--- config.mk ---
export PLATFORM = sky130hd
export DESIGN_NAME = audio_ctrl_fsm
export DESIGN_NICKNAME = d
export VERILOG_FILES = /design/src/rtl/audio_ctrl_pkg.sv /design/src/rtl/audio_ctrl_fsm.sv
export SDC_FILE = /design/constraint.sdc
export NUM_CORES = 1
export LEC_CHECK = 0
export CORE_MARGIN = 2
export CORE_UTILIZATION = 53
export CTS_BUF_LIST = sky130_fd_sc_hd__clkbuf_8
export DETAILED_ROUTE_END_ITERATION = 10
export DONT_BUFFER_PORTS = 1
export PLACE_DENSITY_LB_ADDON = 0.08
export SKIP_CTS_REPAIR_TIMING = 1
export SYNTH_ARGS = -nofsm -noshare
export SYNTH_HDL_FRONTEND = slang
export SYNTH_SLANG_ARGS = --single-unit
--- constraint.sdc ---
create_clock -name i_clk -period 2.05 [get_ports i_clk]
set_input_delay 0.205 -clock i_clk [delete_from_list [all_inputs] [get_ports i_clk]]
set_output_delay 0.205 -clock i_clk [all_outputs]
set_load 0.05 [all_outputs]
--- src/rtl/audio_ctrl_pkg.sv ---
// Shared types for the audio recorder/player sequencer: state encoding and default widths.
package audio_ctrl_pkg;

  localparam int ADDR_W  = 20;
  localparam int STATE_W = 3;

  typedef enum logic [STATE_W-1:0] {
    S_IDLE       = 3'd0,
    S_REC        = 3'd1,
    S_REC_PAUSE  = 3'd2,
    S_PLAY       = 3'd3,
    S_PLAY_PAUSE = 3'd4
  } ctrl_state_t;

endpackage

--- src/rtl/audio_ctrl_fsm.sv ---
// Top-level record/play sequencer: turns key pulses into registered one-cycle commands,
// tracks the end-of-recording address and hands the single SRAM port to the active side.
module audio_ctrl_fsm #(
  parameter int                ADDR_W   = audio_ctrl_pkg::ADDR_W,
  parameter logic [ADDR_W-1:0] MAX_ADDR = {ADDR_W{1'b1}}
) (
  input  logic                                i_clk,
  input  logic                                i_rst,
  input  logic                                i_key_rec,
  input  logic                                i_key_play,
  input  logic                                i_key_stop,
  input  logic [ADDR_W-1:0]                   i_rec_addr,
  input  logic                                i_rec_wr,
  input  logic [15:0]                         i_rec_data,
  input  logic [ADDR_W-1:0]                   i_dsp_addr,
  output logic                                o_rec_start,
  output logic                                o_rec_pause,
  output logic                                o_rec_stop,
  output logic                                o_dsp_start,
  output logic                                o_dsp_pause,
  output logic                                o_dsp_stop,
  output logic [ADDR_W-1:0]                   o_sram_addr,
  output logic                                o_sram_we_n,
  output logic [15:0]                         o_sram_wdata,
  output logic [ADDR_W-1:0]                   o_end_addr,
  output logic                                o_end_valid,
  output logic [audio_ctrl_pkg::STATE_W-1:0]  o_state
);
  import audio_ctrl_pkg::*;

  ctrl_state_t state;
  logic        wrote;       // at least one sample written since the current recording started
  logic        rec_wr_act;
  logic        rec_full;
  logic        play_done;

  assign rec_wr_act = (state == S_REC) && i_rec_wr;
  assign rec_full   = rec_wr_act && (i_rec_addr == MAX_ADDR);
  assign play_done  = (state == S_PLAY) && (i_dsp_addr > o_end_addr);

  always_ff @(posedge i_clk or posedge i_rst) begin
    if (i_rst) begin
      state       <= S_IDLE;
      wrote       <= 1'b0;
      o_end_addr  <= '0;
      o_end_valid <= 1'b0;
      o_rec_start <= 1'b0;
      o_rec_pause <= 1'b0;
      o_rec_stop  <= 1'b0;
      o_dsp_start <= 1'b0;
      o_dsp_pause <= 1'b0;
      o_dsp_stop  <= 1'b0;
    end else begin
      o_rec_start <= 1'b0;
      o_rec_pause <= 1'b0;
      o_rec_stop  <= 1'b0;
      o_dsp_start <= 1'b0;
      o_dsp_pause <= 1'b0;
      o_dsp_stop  <= 1'b0;

      if (rec_wr_act) begin
        o_end_addr <= i_rec_addr;
        wrote      <= 1'b1;
      end

      // Auto-stop conditions are checked ahead of keys; among keys stop > rec > play.
      case (state)
        S_IDLE: begin
          if (i_key_rec) begin
            state       <= S_REC;
            o_rec_start <= 1'b1;
            o_end_valid <= 1'b0;
            wrote       <= 1'b0;
          end else if (i_key_play && o_end_valid) begin
            state       <= S_PLAY;
            o_dsp_start <= 1'b1;
          end
        end
        S_REC: begin
          if (rec_full || i_key_stop) begin
            state       <= S_IDLE;
            o_rec_stop  <= 1'b1;
            o_end_valid <= wrote || i_rec_wr;
          end else if (i_key_rec) begin
            state       <= S_REC_PAUSE;
            o_rec_pause <= 1'b1;
          end
        end
        S_REC_PAUSE: begin
          if (i_key_stop) begin
            state       <= S_IDLE;
            o_rec_stop  <= 1'b1;
            o_end_valid <= wrote;
          end else if (i_key_rec) begin
            state       <= S_REC;
            o_rec_start <= 1'b1;
          end
        end
        S_PLAY: begin
          if (play_done || i_key_stop) begin
            state      <= S_IDLE;
            o_dsp_stop <= 1'b1;
          end else if (i_key_play) begin
            state       <= S_PLAY_PAUSE;
            o_dsp_pause <= 1'b1;
          end
        end
        S_PLAY_PAUSE: begin
          if (i_key_stop) begin
            state      <= S_IDLE;
            o_dsp_stop <= 1'b1;
          end else if (i_key_play) begin
            state       <= S_PLAY;
            o_dsp_start <= 1'b1;
          end
        end
        default: state <= S_IDLE;
      endcase
    end
  end

  // SRAM port follows the current state with no added latency; paused recording never writes.
  always_comb begin
    o_sram_addr  = i_dsp_addr;
    o_sram_we_n  = 1'b1;
    o_sram_wdata = 16'h0000;
    if (state == S_REC || state == S_REC_PAUSE) begin
      o_sram_addr  = i_rec_addr;
      o_sram_we_n  = ~rec_wr_act;
      o_sram_wdata = i_rec_data;
    end
  end

  assign o_state = state;

endmodule

======== Word-level counts from Yosys, hierarchy flattened ========
Index checks and enable logic that the tools add are counted.
storage, ports and cells
  flip-flop bits (word level) ............. 31
  input bits .............................. 62
  logic and storage cells ................. 75
operators by class
  mux-type cells .......................... 38
  eq/ne operators ......................... 13
  magnitude comparators ................... 1
  bitwise logic cells ..................... 1
  reduce and logical (&&, ||, !) cells .... 12
operator list
  cell                                                                   count
  3-bit 2-to-1 mux                                                       10
  20-bit equality test, second input constant                            1
  20-bit > comparator                                                    1
  1-bit 2-to-1 mux                                                       20
  20-bit 2-to-1 mux                                                      1
  16-bit 2-to-1 mux                                                      1
  3-bit one-hot mux with 5 select lines                                  1
  3-bit != test, second input constant                                   3
  1-bit one-hot mux with 2 select lines                                  4
  3-bit by 2-bit equality test with 1-bit output, second input constant  2
  3-bit by 2-bit != test with 1-bit output, second input constant        2
  5-bit AND reduction                                                    1
  1-bit logical AND                                                      4
  1-bit logical OR                                                       4
  2-bit != test, second input constant                                   2
  4-bit AND reduction                                                    1
  3-bit by 1-bit equality test with 1-bit output, second input constant  1
  3-bit equality test, second input constant                             1
  3-bit logical NOT                                                      1
  1-bit one-hot mux with 3 select lines                                  1
  3-bit nonzero test                                                     1
  2-bit by 1-bit != test with 1-bit output, second input constant        1
  1-bit NOT                                                              1

======== Longest topological paths before layout ========
  depth in word-level cells ............... 6
  mapped depth ............................ 8

======== Least setup slack after synthesis ========
No wires, ideal clock.
  kind .................................... flip-flop to output port
  from .................................... register state[0] (netlist: o_state[0])
  to ...................................... output port o_sram_addr[0]
  data arrival time ....................... 2.559 ns
  cell stages (with the launch flop) ...... 7
  data required time ...................... 1.845 ns
  path buffers ............................ 3
  path slack .............................. -0.714 ns
  path through ............................ dfrtp_1 > buf_2 > xor2_1 > nor2b_1 > buf_4 > clkbuf_1 > o21ai_0
between the ends
  longest elaborated chain between the ends .. 3
RTL lines
  element                                                                                                           RTL line               text
  start: declaration                                                                                                audio_ctrl_fsm.sv:31   ctrl_state_t state;
  start signal: assignment                                                                                          audio_ctrl_fsm.sv:43   state <= S_IDLE;
  start signal: assignment                                                                                          audio_ctrl_fsm.sv:70   state <= S_REC;
  start signal: assignment                                                                                          audio_ctrl_fsm.sv:75   state <= S_PLAY;
  3-bit by 1-bit equality test with 1-bit output or 3-bit by 2-bit equality test with 1-bit output (tied branches)  audio_ctrl_fsm.sv:127  if (state == S_REC || state == S_REC_PAUSE) begin
  1-bit logical OR *                                                                                                audio_ctrl_fsm.sv:127
  20-bit 2-to-1 mux *                                                                                               audio_ctrl_fsm.sv:127
  end: declaration                                                                                                  audio_ctrl_fsm.sv:22   output logic [ADDR_W-1:0] o_sram_addr,
Every way passes the cells marked *; elsewhere a longest branch is shown, timed or not.

======== Final worst setup path ========
  from .................................... register o_end_addr[18]
  to ...................................... register state[1] (netlist: o_state[1])
between the ends
  longest elaborated chain between the ends .. 5
RTL lines
  element                                                                                        RTL line               text
  start: declaration                                                                             audio_ctrl_fsm.sv:25   output logic [ADDR_W-1:0] o_end_addr,
  start signal: assignment                                                                       audio_ctrl_fsm.sv:62   o_end_addr <= i_rec_addr;
  20-bit > comparator *                                                                          audio_ctrl_fsm.sv:39   assign play_done = (state == S_PLAY) && (i_dsp_addr > o_end_addr);
  1-bit logical AND *                                                                            audio_ctrl_fsm.sv:39
  1-bit logical OR *                                                                             audio_ctrl_fsm.sv:100  if (play_done || i_key_stop) begin
  3-bit by 2-bit != test with 1-bit output (no source line) or 3-bit 2-to-1 mux (tied branches)  -
  5-bit AND reduction (no source line) or 3-bit one-hot mux with 5 select lines (tied branches)  -
  end signal: assignment                                                                         audio_ctrl_fsm.sv:43
  end signal: assignment                                                                         audio_ctrl_fsm.sv:101  state <= S_IDLE;
  end signal: assignment                                                                         audio_ctrl_fsm.sv:104  state <= S_PLAY_PAUSE;
Marks and branches as above.
A chain may end at the register's enable or synchronous reset.

==> results.json <==
{
  "post_synth_xor_area_fraction": 0.00393,
  "ys_seq_area_frac": 0.348,
  "htreeDepth": 2,
  "mostFrequentLayoutCells": "nand2_1 (33), buf_4 (33), o21ai_0 (22), dfrtp_2 (20), mux2_4 (19)",
  "layout_area_growth_over_synthesis_pct": 35.9,
  "status": "finished with violations",
  "finalCriticalPeriod_ns": 2.08,
  "worst_ep_arrival_time_ns": 2.30,
  "start_util": 0.553,
  "r2r_end": "o_state[1]",
  "main_combinational_cell_family_by_area_after_synthesis": "simple AND/OR/NAND/NOR gates",
  "port_buffers": 0,
  "report.final.slew_viol_count": 0,
  "rows": 23,
  "synth_simple_gate_area_share": 0.201,
  "firstDrtPassIters": 4,
  "worst-path-max-fanout": 4,
  "cp_slowest_stage_delay_ns": 0.56,
  "fill_cells": 301,
  "endpoint": "o_state[1]",
  "track_usage": 0.255,
  "detailroute.via_count": 1994,
  "slew-limit-headroom": 0.698,
  "ant_nets": 0,
  "final_hold_fails": 0,
  "synth_cell_types": 38,
  "r2r.worst_path.cells": 9,
  "die_w_microns": 68.8,
  "clkSinkCount": 31,
  "critical_path.most_common_cell": "buf_4",
  "drt-vias-per-instance": 5.73,
  "synth.net_count": 341,
  "worst_setup_path_start_kind": "flop",
  "max_fclk_mhz": 481,
  "critPathLaunch": "o_end_addr[18]",
  "remaining_drc_errors": 0,
  "routed_wl_mm": 6.05,
  "floorplan.die_area_sq_um": 4740,
  "synth_area_leaders": "dfrtp_1 (35%), ha_1 (11%), mux2_2 (10%)",
  "skew_ns": 0.00751,
  "post_synth_fa_ha_maj_area_fraction": 0.112,
  "hold_path.class": "in -> reg",
  "grt_pass1_wl_mm": 8.85,
  "final_nets": 379,
  "synthArstFlopShare": 1.00,
  "tightestPinTransition_ns": 0.453,
  "ys_dominant_reg_cell": "dfrtp_1",
  "fp.coreArea_sq_um": 4030,
  "post-synth-top-area-cell": "dfrtp_1",
  "yosysWarningCount": 0,
  "remaining_global_route_overflow": 0,
  "post_route_cells_drive_above_1_share": 0.440,
  "avgSynthCellArea_sq_um": 8.60,
  "detailedPlacementHpwl_mm": 4.47,
  "detailedRoute.firstIterationViolations": 134,
  "critical_path.endpoint_type": "flop",
  "flip_flop_and_latch_count_after_synthesis": 31,
  "standard_cell_with_the_maximum_stage_delay_on_the_critical_path": "or4b_4",
  "cts_inserted_buffers": 5,
  "yosys-mux-area-fraction": 0.115,
  "ctsRootBufferMaster": "clkbuf_8",
  "fin_ws_ns": -0.0294,
  "register_to_register_setup_slack_ns": -0.03,
  "layout.core_utilization": 0.752,
  "cts_tree": "done",
  "synthCells": 259,
  "clkLatencyLatePin_ns": 0.29,
  "synth_enable_flop_cells": 0,
  "total_standard_cell_area_after_synthesis_sq_um": 2230,
  "rsz0062_at_grt": "yes",
  "critPathKind": "reg -> reg",
  "pin_count_of_the_biggest_net_entering_global_routing": 32,
  "critical_path.cell_chain": "inv_2 -> ha_4 -> nand4_1 -> buf_4 -> o2bb2ai_2 -> or4b_4 -> buf_4 -> o211ai_2 -> o21a_1",
  "number_of_diodes": 0,
  "timing.final.setup_violations": 2,
  "maxCapViolations": 0,
  "clk_pin_slew_worst_paths_ns": 0.07,
  "r2r_startpoint": "o_end_addr[18]",
  "failed_checks": "negative setup slack",
  "worst-endpoint-required_ns": 2.27,
  "fp.dieH_microns": 68.8,
  "synth_largest_type_area_fraction": 0.348,
  "min_period_over_period": 1.01,
  "routabilityCongestion": 0.874,
  "cts-root-to-sink-buffers": 2,
  "number_of_antenna_violations_at_the_first_check_in_global_routing": 0,
  "routedWlPerCell_microns": 17.4,
  "vias_in_the_first_global_route": 1982,
  "top_level_ports": 129,
  "synth_compound_area_frac": 0.152
}
cells in the mapped netlist, drive strengths merged (2+ instances only):
cell type / instances
mux2: 20
a21o: 3
and3: 3
nor2: 13
dfrtp: 31
o21a: 2
nand2b: 2
ha: 20
buf: 3
o211ai: 2
and2: 16
nand3: 4
mux2i: 3
a21oi: 16
nand2: 33
o21ai: 26
nor4: 2
nand4: 8
inv: 24
nor2b: 2
and4: 2
clkbuf: 11
worst max-delay path: cells and delay by family (launching register included):
family	cells	cell delay [ns]
fa+ha+maj	1	0.19
compound gates	3	0.31
simple gates	2	0.74
flops	1	0.41
buf+inv	3	0.38
logic make-up (layout without fill, tap and decap cells):
| kind of cell | Yosys count | in the layout |
|---|---|---|
| AOI/OAI and AO/OA | 57 | 57 |
| xor gates and xnor gates | 1 | 1 |
| adders and majority gates | 20 | 20 |
| buffers and inverters | 38 | 77 |
| DFF | 31 | 31 |
| muxes | 23 | 23 |
| and+or+nand+nor | 89 | 89 |
flip-flops by register name, summed over array words and instances (netlist names):
name and count:
o_rec_pause 1, o_dsp_stop 1, o_end_addr 20, o_state 3
o_dsp_pause 1, o_dsp_start 1, o_rec_stop 1, wrote 1
o_rec_start 1, o_end_valid 1
through the flow:
stage | setup TNS, ns | area, sq um | hold WS (ns) | std cells | setup slack, ns
2_1_floorplan | -0.991 | 2390 | 0.307 | 259 | -0.0704
3_3_place_gp | 0 | 2820 | 0.205 | 336 | 0.0367
3_5_place_dp | -0.0274 | 2820 | 0.208 | 336 | -0.0274
4_1_cts | -0.0584 | 2900 | -0.103 | 344 | -0.0584
5_1_grt | -0.445 | 3030 | 0.0248 | 348 | -0.130
6_report | -0.0406 | 3030 | 0.0276 | 348 | -0.0294
per-layer routing:
| metal | global-route usage | up-vias | routed length [microns] |
|---|---|---|---|
| li1 | - | 969 | - |
| met1 | 0.313 | 931 | 2440 |
| met2 | 0.436 | 83 | 3080 |
| met3 | 0.0682 | 11 | 450 |
| met4 | 0.0809 | 0 | 89 |
| met5 | 0 | - | 0 |
worst min path at each step:
| stage | slack (ns) | startpoint | cells after the start | endpoint |
|---|---|---|---|---|
| 2_1_floorplan | 0.31 | i_rst | 1 | o_dsp_pause |
| 3_3_place_gp | 0.21 | i_rst | 2 | o_end_addr[2] |
| 3_5_place_dp | 0.21 | i_rst | 2 | o_dsp_pause |
| 4_1_cts | -0.10 | i_rst | 2 | o_end_addr[18] |
| 5_1_grt | 0.02 | i_key_play | 1 | o_state[2] |
| 6_report | 0.03 | i_key_play | 1 | o_state[2] |
cell type report:
cell class	count	area, sq um	area share
inverter	24	90.1	0.0298
timing repair buffer	45	460	0.152
tap	50	62.6	0.0207
clock inverter	3	11.3	0.00372
clock buffer	5	68.8	0.0227
sequential	31	801	0.264
multi-input combinational	190	1530	0.507
Power is left out: the tool's default activity adds up to more than one toggle a clock period on the data nets, which glitch-free logic cannot reach.
